## src/rtl/ram_rd_arbiter.sv

```systemverilog
// ram_rd_arbiter: two-master round-robin arbiter for the RAM read channel (AR + R).
// m0 is the icache and m1 is the dcache. One master is granted per burst, and the
// grant is held until the beat carrying rlast. The arbiter then spends one IDLE
// cycle and arbitrates again.
// Ports:
//   clk, rst                     clock and synchronous active-high reset
//   m0_/m1_ar{addr,len,valid}    master address requests;   m0_/m1_arready (comb)
//   m0_/m1_r{data,valid,last}    read data to the masters (comb); m0_/m1_rready
//   ram_ar{addr,len,valid}       registered address to the RAM; ram_arready
//   ram_r{data,valid,last}       read data from the RAM;  ram_rready (comb)
//   grant                        current owner (0=m0, 1=m1), meaningful while busy
//   busy                         high in the ADDR and DATA states
module ram_rd_arbiter #(
  parameter int AWIDTH = 32,
  parameter int DWIDTH = 32,
  parameter int LWIDTH = 2
) (
  input  logic              clk,
  input  logic              rst,
  input  logic [AWIDTH-1:0] m0_araddr,
  input  logic [LWIDTH-1:0] m0_arlen,
  input  logic              m0_arvalid,
  output logic              m0_arready,
  output logic [DWIDTH-1:0] m0_rdata,
  output logic              m0_rvalid,
  input  logic              m0_rready,
  output logic              m0_rlast,
  input  logic [AWIDTH-1:0] m1_araddr,
  input  logic [LWIDTH-1:0] m1_arlen,
  input  logic              m1_arvalid,
  output logic              m1_arready,
  output logic [DWIDTH-1:0] m1_rdata,
  output logic              m1_rvalid,
  input  logic              m1_rready,
  output logic              m1_rlast,
  output logic [AWIDTH-1:0] ram_araddr,
  output logic [LWIDTH-1:0] ram_arlen,
  output logic              ram_arvalid,
  input  logic              ram_arready,
  input  logic [DWIDTH-1:0] ram_rdata,
  input  logic              ram_rvalid,
  output logic              ram_rready,
  input  logic              ram_rlast,
  output logic              grant,
  output logic              busy
);

  localparam int NUM_M = 2;

  typedef enum logic [1:0] {IDLE = 2'd0, ADDR = 2'd1, DATA = 2'd2} state_t;

  state_t           state;
  logic             last;   // owner of the most recently completed burst
  logic [NUM_M-1:0] req;
  logic             win;

  assign req = {m1_arvalid, m0_arvalid};

  // Single requester wins outright; on a tie the master not served last wins.
  always_comb begin
    win = req[1];
    if (&req) win = ~last;
  end

  always_ff @(posedge clk) begin
    if (rst) begin
      state       <= IDLE;
      ram_araddr  <= '0;
      ram_arlen   <= '0;
      ram_arvalid <= 1'b0;
      grant       <= 1'b0;
      last        <= 1'b1;  // so m0 wins the first tie after reset
    end else begin
      case (state)
        IDLE: begin
          if (|req) begin
            ram_araddr  <= win ? m1_araddr : m0_araddr;
            ram_arlen   <= win ? m1_arlen  : m0_arlen;
            ram_arvalid <= 1'b1;
            grant       <= win;
            state       <= ADDR;
          end
        end
        ADDR: begin
          if (ram_arready) begin
            ram_arvalid <= 1'b0;
            state       <= DATA;
          end
        end
        DATA: begin
          if (ram_rvalid && ram_rready && ram_rlast) begin
            last  <= grant;
            state <= IDLE;
          end
        end
        default: begin
          ram_arvalid <= 1'b0;
          state       <= IDLE;
        end
      endcase
    end
  end

  logic             in_addr, in_data;
  logic [NUM_M-1:0] arready_v, rvalid_v, rlast_v, rready_v;

  assign in_addr  = (state == ADDR);
  assign in_data  = (state == DATA);
  assign busy     = in_addr | in_data;
  assign rready_v = {m1_rready, m0_rready};

  // Only the granted master sees the handshake and beat strobes. Read data is
  // broadcast to both masters.
  for (genvar g = 0; g < NUM_M; g++) begin : g_mst
    logic sel;
    assign sel          = (grant == 1'(g));
    assign arready_v[g] = in_addr & sel & ram_arready;
    assign rvalid_v[g]  = in_data & sel & ram_rvalid;
    assign rlast_v[g]   = in_data & sel & ram_rlast;
  end

  assign ram_rready = in_data & rready_v[grant];

  assign m0_arready = arready_v[0];
  assign m1_arready = arready_v[1];
  assign m0_rvalid  = rvalid_v[0];
  assign m1_rvalid  = rvalid_v[1];
  assign m0_rlast   = rlast_v[0];
  assign m1_rlast   = rlast_v[1];
  assign m0_rdata   = ram_rdata;
  assign m1_rdata   = ram_rdata;

endmodule

```

## config.mk

```make
export PLATFORM = sky130hd
export DESIGN_NAME = ram_rd_arbiter
export DESIGN_NICKNAME = d
export VERILOG_FILES = /design/src/rtl/ram_rd_arbiter.sv
export SDC_FILE = /design/constraint.sdc
export NUM_CORES = 1
export LEC_CHECK = 0
export ABC_CLOCK_PERIOD_IN_PS = 1770
export BUFFER_PORTS_ARGS = -buffer_cell sky130_fd_sc_hd__buf_2
export CAP_MARGIN = 0
export CORE_ASPECT_RATIO = 0.75
export CORE_MARGIN = 10
export CORE_UTILIZATION = 39
export CTS_CLUSTER_SIZE = 40
export DETAILED_ROUTE_END_ITERATION = 8
export GPL_TIMING_DRIVEN = 1
export PLACE_DENSITY_LB_ADDON = 0.12
export SLEW_MARGIN = 25
export SYNTH_ARGS = -nofsm -noshare
export SYNTH_HDL_FRONTEND = slang
export SYNTH_SLANG_ARGS = --single-unit
export TNS_END_PERCENT = 10
```

## constraint.sdc

```tcl
create_clock -name clk -period 1.77 [get_ports clk]
set_input_delay 0.177 -clock clk [delete_from_list [all_inputs] [get_ports clk]]
set_output_delay 0.177 -clock clk [all_outputs]
set_load 0.02 [all_outputs]
```

* Word level (Yosys, flattened, before mapping) *
Cells that the tools add are included.

word-level totals
  register bits = 39
  bits in latches = 0
  bits in writable memories = 0
  bits in read-only memories = 0
  input port bits = 109
  output and inout bits = 108
  memories kept = 0

operators by class
  $add $sub $neg = 0
  $mul = 0
  divide/modulo/power cells = 0
  $lt $le $gt $ge = 1
  equal/unequal tests = 5
  shifts and indexed selects = 0
  muxes and demuxes = 12
  bitwise operators = 15
  reductions and logical operators = 9

operators with widths
  cell                  number
  $mux W32              1
  $and A1 B1 Y1         11
  $mux W2               4
  $pmux W2 S3           1
  $reduce_and A2 Y1     3
  $reduce_and A3 Y1     2
  $mux W1               5
  $ne A2 B2 Y1 const B  2
  $not A1 Y1            3
  $pmux W1 S3           1
  $eq A2 B1 Y1 const B  1
  $eq A2 B2 Y1 const B  1
  $logic_and A1 B1 Y1   2
  $logic_not A2 Y1      1
  $lt A1 B2 Y1 const B  1
  $ne A2 B1 Y1 const B  1
  $reduce_or A2 Y1      1
  $or A1 B1 Y1          1

* Longest topological paths before layout *
Gate-level depths: netlist (run 1).

  word-level depth = 7
  depth in mapped cells = 7

* Worst setup path after synthesis (run 1) *
Ideal clock, no wire load.

  kind = register -> register
  start = register state[0]
  end = register ram_araddr[12]
  library setup time = 81 ps
  data arrival time = 1425 ps
  required time = 1689 ps
  setup slack = 264 ps
  cell stages (with the launch flop) = 8
  clock period less this slack = 1506 ps
  path through = dfxtp_1 > inv_1 > ha_1 > nor2b_1 > buf_4 > buf_6 > buf_4 > a211oi_2

between the ends
  word-level cells in the longest chain between the ends = 2

RTL lines
  what                                line  text
  start: declaration                  52    state_t state;
  start signal: assignment            67    state <= IDLE;
  start signal: assignment            81    state <= ADDR;
  start signal: assignment            87    state <= DATA;
  $logic_not A2 Y1                    74    case (state)
  $reduce_and A2 Y1 (no source line)  -
  end signal: assignment              77    ram_araddr <= win ? m1_araddr : m0_araddr;
  end: declaration                    36    output logic [AWIDTH-1:0] ram_araddr,

No other way between the ends.
A chain may end at the register's enable or synchronous reset.

* Worst setup path in the final report (run 1) *
  start = register state[0]
  end = output port m1_rvalid

between the ends
  word-level cells in the longest chain between the ends = 3

RTL lines
  what                         line  text
  $eq A2 B2 Y1                 108   assign in_data = (state == DATA);
  $and A1 B1 Y1 (2 in series)  118   assign rvalid_v[g] = in_data & sel & ram_rvalid;
  end: declaration             33    output logic m1_rvalid,

No other way between the ends.

==> flow_metrics.tcl, run 1 <==
set metrics [dict create \
    maxCapViolations 0 \
    instances_no_fill 395 \
    io_buffers 120 \
    fin_tns_setup_ns 0 \
    yosys.area.top_type "dfxtp_1" \
    antenna_left 0 \
    dieArea_sq_mm 0.0101 \
    async_reset_ff_share_pct 0 \
    syn_inst 260 \
    gr-total-overflow 0 \
    io_pins 217 \
    synth_top_cell_area_share_pct 31.1 \
    finalCritPeriodShare_pct 90.2 \
    avgSynthCellArea_sq_um 9.67 \
    dp.cells 387 \
    ys_warn_count 0 \
    syn_to_final_growth_pct 10.7 \
    endpoint_kind "output port" \
    muxShareOfSynthArea_pct 15.7 \
    wl_microns 5790 \
    h-tree-depth 2 \
    criticalPathCategory "reg2out" \
    status "finished clean" \
    cts_buffers 5 \
    synth_simple_gate_area_share_pct 10.2 \
    drt_iter0_drc 50 \
    worstMarginPinSlew_ns 0.397 \
    vdd_drop_max_mv 0.455 \
    start_kind "flip-flop" \
    yosysSeqAreaShare_pct 31.1 \
    clock-root-buffer "clkbuf_8" \
    grt_max_degree 40 \
    synthesis.area_sq_mm 0.00251 \
    grt_use_total_pct 11.2 \
    synth_top_family_by_area "buffers and inverters" \
    synth_fa_ha_area_share_pct 1.99 \
    postLayoutCoreUtil_pct 44.3 \
    synth_nets 373 \
    synth_xor_area_share_pct 0 \
    max_freq_mhz 626 \
    drive_gt1_share_pct 50.6 \
    fill_cells 631 \
    synthFlopType "dfxtp_1" \
    cts_sinks 39 \
    post-cts-setup-buffers 0 \
    final_max_slew_viol_count 0 \
    cp_max_fo 8 \
    post-dp-hpwl_microns 4670 \
    firstDrtPassIters 4 \
    final_nets 426 \
    antenna_found_initial 0 \
    maxSlewHeadroom_pct 73.5 \
    gp_congestion 0.709 \
    hold_buffers 0 \
    grt_pass1_vias 2034 \
    n_antenna_cell 0 \
    wl_per_cell_microns 14.7 \
    synth-compound-area-share_pct 16.1 \
    vias 1793 \
    grt_pass1_wl_microns 9450 \
    leakage_nw 1.34 \
    coreArea_sq_mm 0.00629 \
    crit_required_ns 1.59 \
    ys_types 25 \
    cp_data_arrival_time_ns 1.42 \
    yosys-top-cells-count "67 x buf_4, 39 x dfxtp_1, 38 x mux2i_1, 38 x nor2_1, 20 x a211oi_2" \
    finalCriticalPeriod_ns 1.60 \
    tritoncts "built" \
    path_clk_slew_ns 0.08 \
    die_w_microns 113 \
    finalClockSkew_ns 0.00662 \
    multi_input_area_sq_mm 0.00112 \
    drc_errors 0 \
    cts_resized 0 \
    viasPerCell 4.54 \
    synth_area_leaders "dfxtp_1 31%, buf_4 20%, mux2i_1 15%" \
    setup.reg_to_reg.worst_slack_ns 0.21 \
    row_count 25 \
    clkLatencyLatePin_ns 0.28 \
    synth_edf_count 0 \
    start_util_pct 40.0 \
    clockBufferDepth 2 \
    die_y_microns 89.5 \
    synth-seq-cells 39 \
    setup_viol 0 \
    yosysMostFrequentCell "buf_4" \
    finalPower_w 0.00388 \
    rsz0062_at_grt "false" \
    hold_viol_final 0 \
    hold_class "in2reg" \
    regArea_sq_um 781 \
    power.density_mw_per_mm2 1400 \
]
## worst max-delay path, cell delays in order, from the launching register on
cell,delay [ns]
dfxtp_1,0.37
inv_1,0.08
ha_1,0.31
and3_1,0.22
buf_2,0.15
## cell families after synthesis
| kind of cell | count (synthesis) |
|---|---|
| simple gates | 57 |
| mux | 39 |
| buf+inv | 83 |
| fa+ha+maj | 4 |
| flops | 39 |
| compound gates | 38 |
## registers in the layout (all words and copies together), names as in the netlist
| register | flops |
|---|---|
| grant | 1 |
| state | 2 |
| last | 1 |
| ram_arlen | 2 |
| ram_arvalid | 1 |
| ram_araddr | 32 |
## final timing paths
kind	start	endpoint	depth (start not counted)
min reg2reg	state[1]$_SDFFE_PP0P_	state[1]$_SDFFE_PP0P_	2
max	state[0]$_SDFFE_PP0P_	m1_rvalid	4
max reg2reg	state[0]$_SDFFE_PP0P_	ram_araddr[28]$_SDFFE_PP0P_	6
min	m0_araddr[23]	ram_araddr[23]$_SDFFE_PP0P_	3
## final cells by class
| type | count | share of cell area, % |
|---|---|---|
| inverters | 2 | 0.270 |
| flip-flops and latches | 39 | 28.1 |
| clock inverters | 1 | 0.180 |
| repair buffers | 127 | 24.8 |
| clock buffers | 7 | 2.74 |
| well taps | 81 | 3.64 |
| multi-input cells | 138 | 40.3 |
## layer usage
layer	part of all wire, %	track usage, %
met1	43	13.0
met2	44	17.4
met3	12	6.37
met4	0.54	2.99
met5	0	0
## power by group
| group | internal, W | total, W | switching (W) | leakage, nW |
|---|---|---|---|---|
| logic | 0.000779 | 0.00199 | 0.00121 | 0.976 |
| registers | 0.00118 | 0.00133 | 0.000145 | 0.324 |
| clock network | 0.000277 | 0.000571 | 0.000294 | 0.0422 |
## metrics by stage
step	setup slack, ns	area [sq um]	hold slack [ns]
floorplan	0.264	2510	0.357
global placement	0.252	2700	0.354
detailed placement	0.182	2700	0.354
CTS	0.160	2780	0.219
global route	0.00572	2780	0.237
finish	0.173	2780	0.228
## placed cells by master (no fill, tap or decap), drive strengths merged, types with 2 or more instances in the layout
master and count:
buf 127, dfxtp 39, nor2 39, mux2i 38
a211oi 35, clkbuf 7, nand2b 6, nand2 4
ha 4, and3 3, inv 2, nor2b 2
No activity file was read; power rests on OpenSTA's default activity.
==> run 2, diff against run 1 <==
--- a/config.mk
+++ b/config.mk
@@ -14,7 +14,7 @@
 export CTS_CLUSTER_SIZE = 40
 export DETAILED_ROUTE_END_ITERATION = 8
 export GPL_TIMING_DRIVEN = 1
-export PLACE_DENSITY_LB_ADDON = 0.12
+export PLACE_DENSITY = 0.91
 export SLEW_MARGIN = 25
 export SYNTH_ARGS = -nofsm -noshare
 export SYNTH_HDL_FRONTEND = slang
==> run 2 against run 1 <==
Net effect:
- fmax is 0.23% lower
- design area is 0.67% higher
- worst setup slack worse by 0.0037 ns
- global-route usage is 0.27 points lower
- largest power group unchanged
- critical path depth stayed put
- cell count is 0.51% lower
- flip-flop and latch count stayed put
- first-iteration DRC count is 26% higher
- largest cell class unchanged
- register-to-register slack better by 0.03 ns
- wire length is 1.4% lower
==> flow_metrics.tcl, run 2 (synthesis results as in run 1) <==
set metrics [dict create \
    n_antenna_cell 0 \
    crit_required_ns 1.59 \
    rr_startpoint "state[0]$_SDFFE_PP0P_" \
    drive_gt1_share_pct 51.0 \
    drt_iter0_drc 63 \
    power.density_mw_per_mm2 1410 \
    final_nets 424 \
    firstDrtPassIters 4 \
    dp.cells 385 \
    die_y_microns 89.5 \
    criticalPathCategory "reg2out" \
    setup_viol 0 \
    clock-root-buffer "clkbuf_8" \
    crit_path_end "m1_rlast" \
    critical_path_buf_inv_count 2 \
    vdd_drop_max_mv 0.610 \
    cts_sinks 39 \
    post-dp-hpwl_microns 4660 \
    clkLatencyLatePin_ns 0.28 \
    vias 1823 \
    layout_commonest_cell "buf_2" \
    setup.reg_to_reg.worst_slack_ns 0.24 \
    dp_slack_ns 0.133 \
    gp_congestion 0.741 \
    grt_max_degree 36 \
    setup_ws_ns 0.169 \
    grt_pass1_vias 1945 \
    top_register "ram_araddr" \
    syn_to_final_growth_pct 11.4 \
    final_cell_mix "120 x buf_2, 39 x dfxtp_1, 38 x nor2_1, 38 x mux2i_1, 20 x a211oi_2" \
    antenna_left 0 \
    status "finished clean" \
    dr.max_layer_used "met4" \
    placed_area_sq_mm 0.00270 \
    die_w_microns 113 \
    io_buffers 120 \
    crit_start "state[0]$_SDFFE_PP0P_" \
    grt_use_total_pct 10.9 \
    finalClockSkew_ns 0.00636 \
    grt_pass1_wl_microns 9200 \
    cpPeakStageDelay_ns 0.38 \
    wl_microns 5710 \
    maxSlewHeadroom_pct 68.4 \
    leakage_nw 1.34 \
    cpLargestDelayFamily "flip-flops" \
    endpoint_kind "output port" \
    reg2reg_depth 6 \
    antenna_found_initial 0 \
    hold_viol_final 0 \
    viasPerCell 4.64 \
    maxCapViolations 0 \
    worstMarginPinSlew_ns 0.475 \
    row_count 25 \
    top_regs "ram_araddr (32), ram_arlen (2), state (2)" \
    dieArea_sq_mm 0.0101 \
    hold_class "in2reg" \
    max_freq_mhz 625 \
    route.layer.met1.wl_microns 2170 \
    coreArea_sq_mm 0.00629 \
    drc_errors 0 \
    cp_data_arrival_time_ns 1.42 \
    start_kind "flip-flop" \
    crit_slowest_cell "dfxtp_1" \
    tritoncts "built" \
    gr-total-overflow 0 \
    finalCritPeriodShare_pct 90.4 \
    path_cells "inv_1, ha_1, and3_1, buf_2" \
    clockBufferDepth 2 \
    cts_buffers 5 \
    fin_area_sq_mm 0.00280 \
    wl_met3_microns 811 \
    r2r-end "ram_araddr[24]$_SDFFE_PP0P_" \
    h-tree-depth 2 \
    fin_tns_setup_ns 0 \
    wl_per_cell_microns 14.5 \
    instances_no_fill 393 \
    finalCriticalPeriod_ns 1.60 \
    io_pins 217 \
    path_depth 4 \
    rsz0062_at_grt "false" \
    cp_max_fo 8 \
    largest_register_ffs 32 \
    final_max_slew_viol_count 0 \
    post-cts-setup-buffers 0 \
    start_util_pct 40.0 \
    path_clk_slew_ns 0.08 \
    wl_met2_microns 2650 \
]
run 2: cell count changes in the layout (fill, tap and decap cells not counted):
cell	delta
clkbuf_8	+2
ha_1	-1
ha_2	+1
clkinv_2	-1
buf_4	-3
buf_12	+1
clkbuf_1	-1
run 2: metal layers:
metal	GRT usage, %	vias to the layer above
met5	0	-
met4	4.02	0
met3	7.18	10
met2	18.3	93
met1	10.8	794
li1	-	926
run 2: final cells by class:
type	count	area [sq um]
clock buffer	8	100
timing repair buffer	125	688
sequential	39	781
tap	81	101
fill	596	3490
inverter	2	7.51
multi-input combinational	138	1120
run 2: stage by stage:
step                total power, W  utilization, %  hold slack [ns]
floorplan                  0.00299               -            0.357
global placement           0.00329            42.9            0.354
detailed placement         0.00337            42.9            0.354
CTS                        0.00403            44.5            0.218
global route               0.00429            44.6            0.226
finish                     0.00396            44.6            0.227
run 2: what timing repair did:
action                     4_1_cts  5_1_grt
setup endpoints to repair        0        1
resized for setup                0        1
hold buffers                     0        0
run 2: worst min-delay path by stage:
| stage | slack, ns | to | startpoint | depth (start not counted) |
|---|---|---|---|---|
| floorplan | 0.36 | state[0]$_SDFFE_PP0P_ | rst | 2 |
| global placement | 0.35 | m0_rdata[15] | ram_rdata[15] | 0 |
| detailed placement | 0.35 | m0_rdata[15] | ram_rdata[15] | 0 |
| CTS | 0.22 | ram_araddr[23]$_SDFFE_PP0P_ | m0_araddr[23] | 3 |
| global route | 0.23 | ram_araddr[27]$_SDFFE_PP0P_ | m0_araddr[27] | 3 |
| finish | 0.23 | ram_araddr[27]$_SDFFE_PP0P_ | m0_araddr[27] | 3 |
run 2: report_power, final:
part	total [W]	switching, W	internal, W
sequential	0.00132	0.000144	0.00118
clock	0.000648	0.000292	0.000356
combinational	0.00199	0.00120	0.000786
total	0.00396	0.00164	0.00232
run 2: worst reg2reg max path: cells and delay by family (launching register included):
family                     cells  cell delay [ns]
and+or+nand+nor                2             0.31
adders and majority gates      1             0.26
AOI/OAI and AO/OA              1             0.23
DFF                            1             0.34
buffers and inverters          2             0.29
==> run 3, diff against run 2 <==
--- a/config.mk
+++ b/config.mk
@@ -10,11 +10,13 @@
 export CAP_MARGIN = 0
 export CORE_ASPECT_RATIO = 0.75
 export CORE_MARGIN = 10
-export CORE_UTILIZATION = 39
+export CORE_UTILIZATION = 40
+export CTS_BUF_LIST = sky130_fd_sc_hd__clkbuf_8
 export CTS_CLUSTER_SIZE = 40
 export DETAILED_ROUTE_END_ITERATION = 8
 export GPL_TIMING_DRIVEN = 1
-export PLACE_DENSITY = 0.91
+export MAX_ROUTING_LAYER = met4
+export PLACE_DENSITY = 0.93
 export SLEW_MARGIN = 25
 export SYNTH_ARGS = -nofsm -noshare
 export SYNTH_HDL_FRONTEND = slang
==> run 3 against run 2 <==
Net effect:
- sequential power about the same
- register-to-register slack worse by 0.097 ns
- first-iteration DRC count is 16% lower
- critical endpoint is now ram_araddr[25]$_SDFFE_PP0P_
==> flow_metrics.tcl, run 3 (synthesis results as in run 1) <==
set metrics [dict create \
    crit_required_ns 1.96 \
    dp_slack_ns 0.120 \
    grtUsageMet2_pct 20.8 \
    dieArea_sq_mm 0.00989 \
    instances_no_fill 391 \
    largest_register_ffs 32 \
    antenna_found_initial 0 \
    fill_cells 571 \
    fin_tns_setup_ns 0 \
    die_y_microns 88.7 \
    finalClockSkew_ns 0.00400 \
    io_buffers 120 \
    finalCritPeriodShare_pct 91.9 \
    drc_errors 0 \
    wl_microns 6170 \
    layout_commonest_cell "buf_2" \
    pwr-share-clk_pct 14.4 \
    maxSlewHeadroom_pct 69.7 \
    firstDrtPassIters 4 \
    swShare_pct 42.7 \
    path_clk_slew_ns 0.07 \
    gr-total-overflow 0 \
    endpoint_kind "flip-flop" \
    final_max_slew_viol_count 0 \
    io_pins 217 \
    clockBufferDepth 2 \
    coreArea_sq_mm 0.00595 \
    cp_max_fo 36 \
    vdd_drop_max_mv 0.461 \
    worstMarginPinSlew_ns 0.454 \
    hold_viol_final 0 \
    row_count 24 \
    power.density_mw_per_mm2 1400 \
    grt_pass1_vias 2054 \
    grt_max_degree 37 \
    final_cell_mix "120 x buf_2, 39 x dfxtp_1, 38 x nor2_1, 38 x mux2i_1, 20 x a211oi_2" \
    antenna_left 0 \
    dp.cells 383 \
    wl_per_cell_microns 15.8 \
    drt_iter0_drc 53 \
    start_kind "flip-flop" \
    clkLatencyLatePin_ns 0.28 \
    top_register "ram_araddr" \
    use_met3_pct 5.14 \
    clock-root-buffer "clkbuf_8" \
    maxCapViolations 0 \
    finalCriticalPeriod_ns 1.63 \
    criticalPathCategory "reg2reg" \
    h-tree-depth 2 \
    vias 1891 \
    die_w_microns 112 \
    post-dp-hpwl_microns 5120 \
    final_nets 425 \
    viasPerCell 4.84 \
    setup_ws_ns 0.143 \
    setup_viol 0 \
    rsz0062_at_grt "false" \
    grt.met1_usage_pct 13.6 \
    hold_class "in2reg" \
    grt_use_total_pct 12.5 \
    tritoncts "built" \
    hold_buffers 0 \
    grt_pass1_wl_microns 10000 \
    post-cts-setup-buffers 0 \
    cts_buffers 5 \
    max_freq_mhz 615 \
    syn_to_final_growth_pct 10.3 \
    leakage_nw 1.35 \
    cp_data_arrival_time_ns 1.82 \
    top_regs "ram_araddr (32), ram_arlen (2), state (2)" \
    drive_gt1_share_pct 50.5 \
    start_util_pct 42.3 \
    n_antenna_cell 0 \
    p_comb_share_pct 51.4 \
    status "finished clean" \
    power.internal_w 0.00223 \
    sequentialPowerShare_pct 34.3 \
    busiest_layer "met2" \
    gp_congestion 0.823 \
    cts_sinks 39 \
    cts_resized 0 \
    power.switching_w 0.00166 \
]
## run 3: layout make-up
type / count / area, sq um / area share, %
clock inverter: 3 / 12.5 / 0.451
tap: 78 / 97.6 / 3.52
sequential: 39 / 781 / 28.2
timing repair buffer: 126 / 683 / 24.7
inverter: 2 / 7.51 / 0.271
multi-input combinational: 138 / 1120 / 40.5
clock buffer: 5 / 68.8 / 2.48
## run 3: through the flow
step	power [W]	hold slack, ns	cell area (sq um)	utilization (%)
global placement	0.00330	0.354	2690	45.2
global route	0.00419	0.225	2770	46.6
finish	0.00389	0.223	2770	46.6
floorplan	0.00299	0.357	2510	-
detailed placement	0.00338	0.354	2690	45.2
CTS	0.00397	0.212	2770	46.6
## run 3: worst paths after layout
| kind | start | end | slack [ns] | cells past startpoint |
|---|---|---|---|---|
| min | m0_araddr[30] | ram_araddr[30]$_SDFFE_PP0P_ | 0.22 | 3 |
| max | state[1]$_SDFFE_PP0P_ | ram_araddr[25]$_SDFFE_PP0P_ | 0.14 | 6 |
| max reg2reg | state[1]$_SDFFE_PP0P_ | ram_araddr[25]$_SDFFE_PP0P_ | 0.14 | 6 |
| min reg2reg | ram_araddr[1]$_SDFFE_PP0P_ | ram_araddr[1]$_SDFFE_PP0P_ | 0.50 | 2 |
## run 3: metal layers
layer	vias up	part of all wire (%)
li1	926	-
met1	839	43
met2	116	47
met3	10	8.7
met4	0	1.1
met5	-	0
## run 3: critical path, cell delays in order, from the launching register on
cell,delay (ns)
dfxtp_1,0.33
inv_1,0.11
ha_1,0.31
nor2b_4,0.26
buf_12,0.22
nor2_1,0.06
a211oi_1,0.24
## run 3: power groups by stage
| stage | clock network (W) | registers (W) | logic, W |
|---|---|---|---|
| after detailed placement | 0 | 0.00135 | 0.00203 |
| final | 0.000559 | 0.00133 | 0.00200 |
| after floorplan | 0 | 0.00169 | 0.00130 |
| after CTS | 0.000601 | 0.00133 | 0.00203 |
| after global placement | 0 | 0.00133 | 0.00196 |
| after global routing | 0.000633 | 0.00136 | 0.00219 |
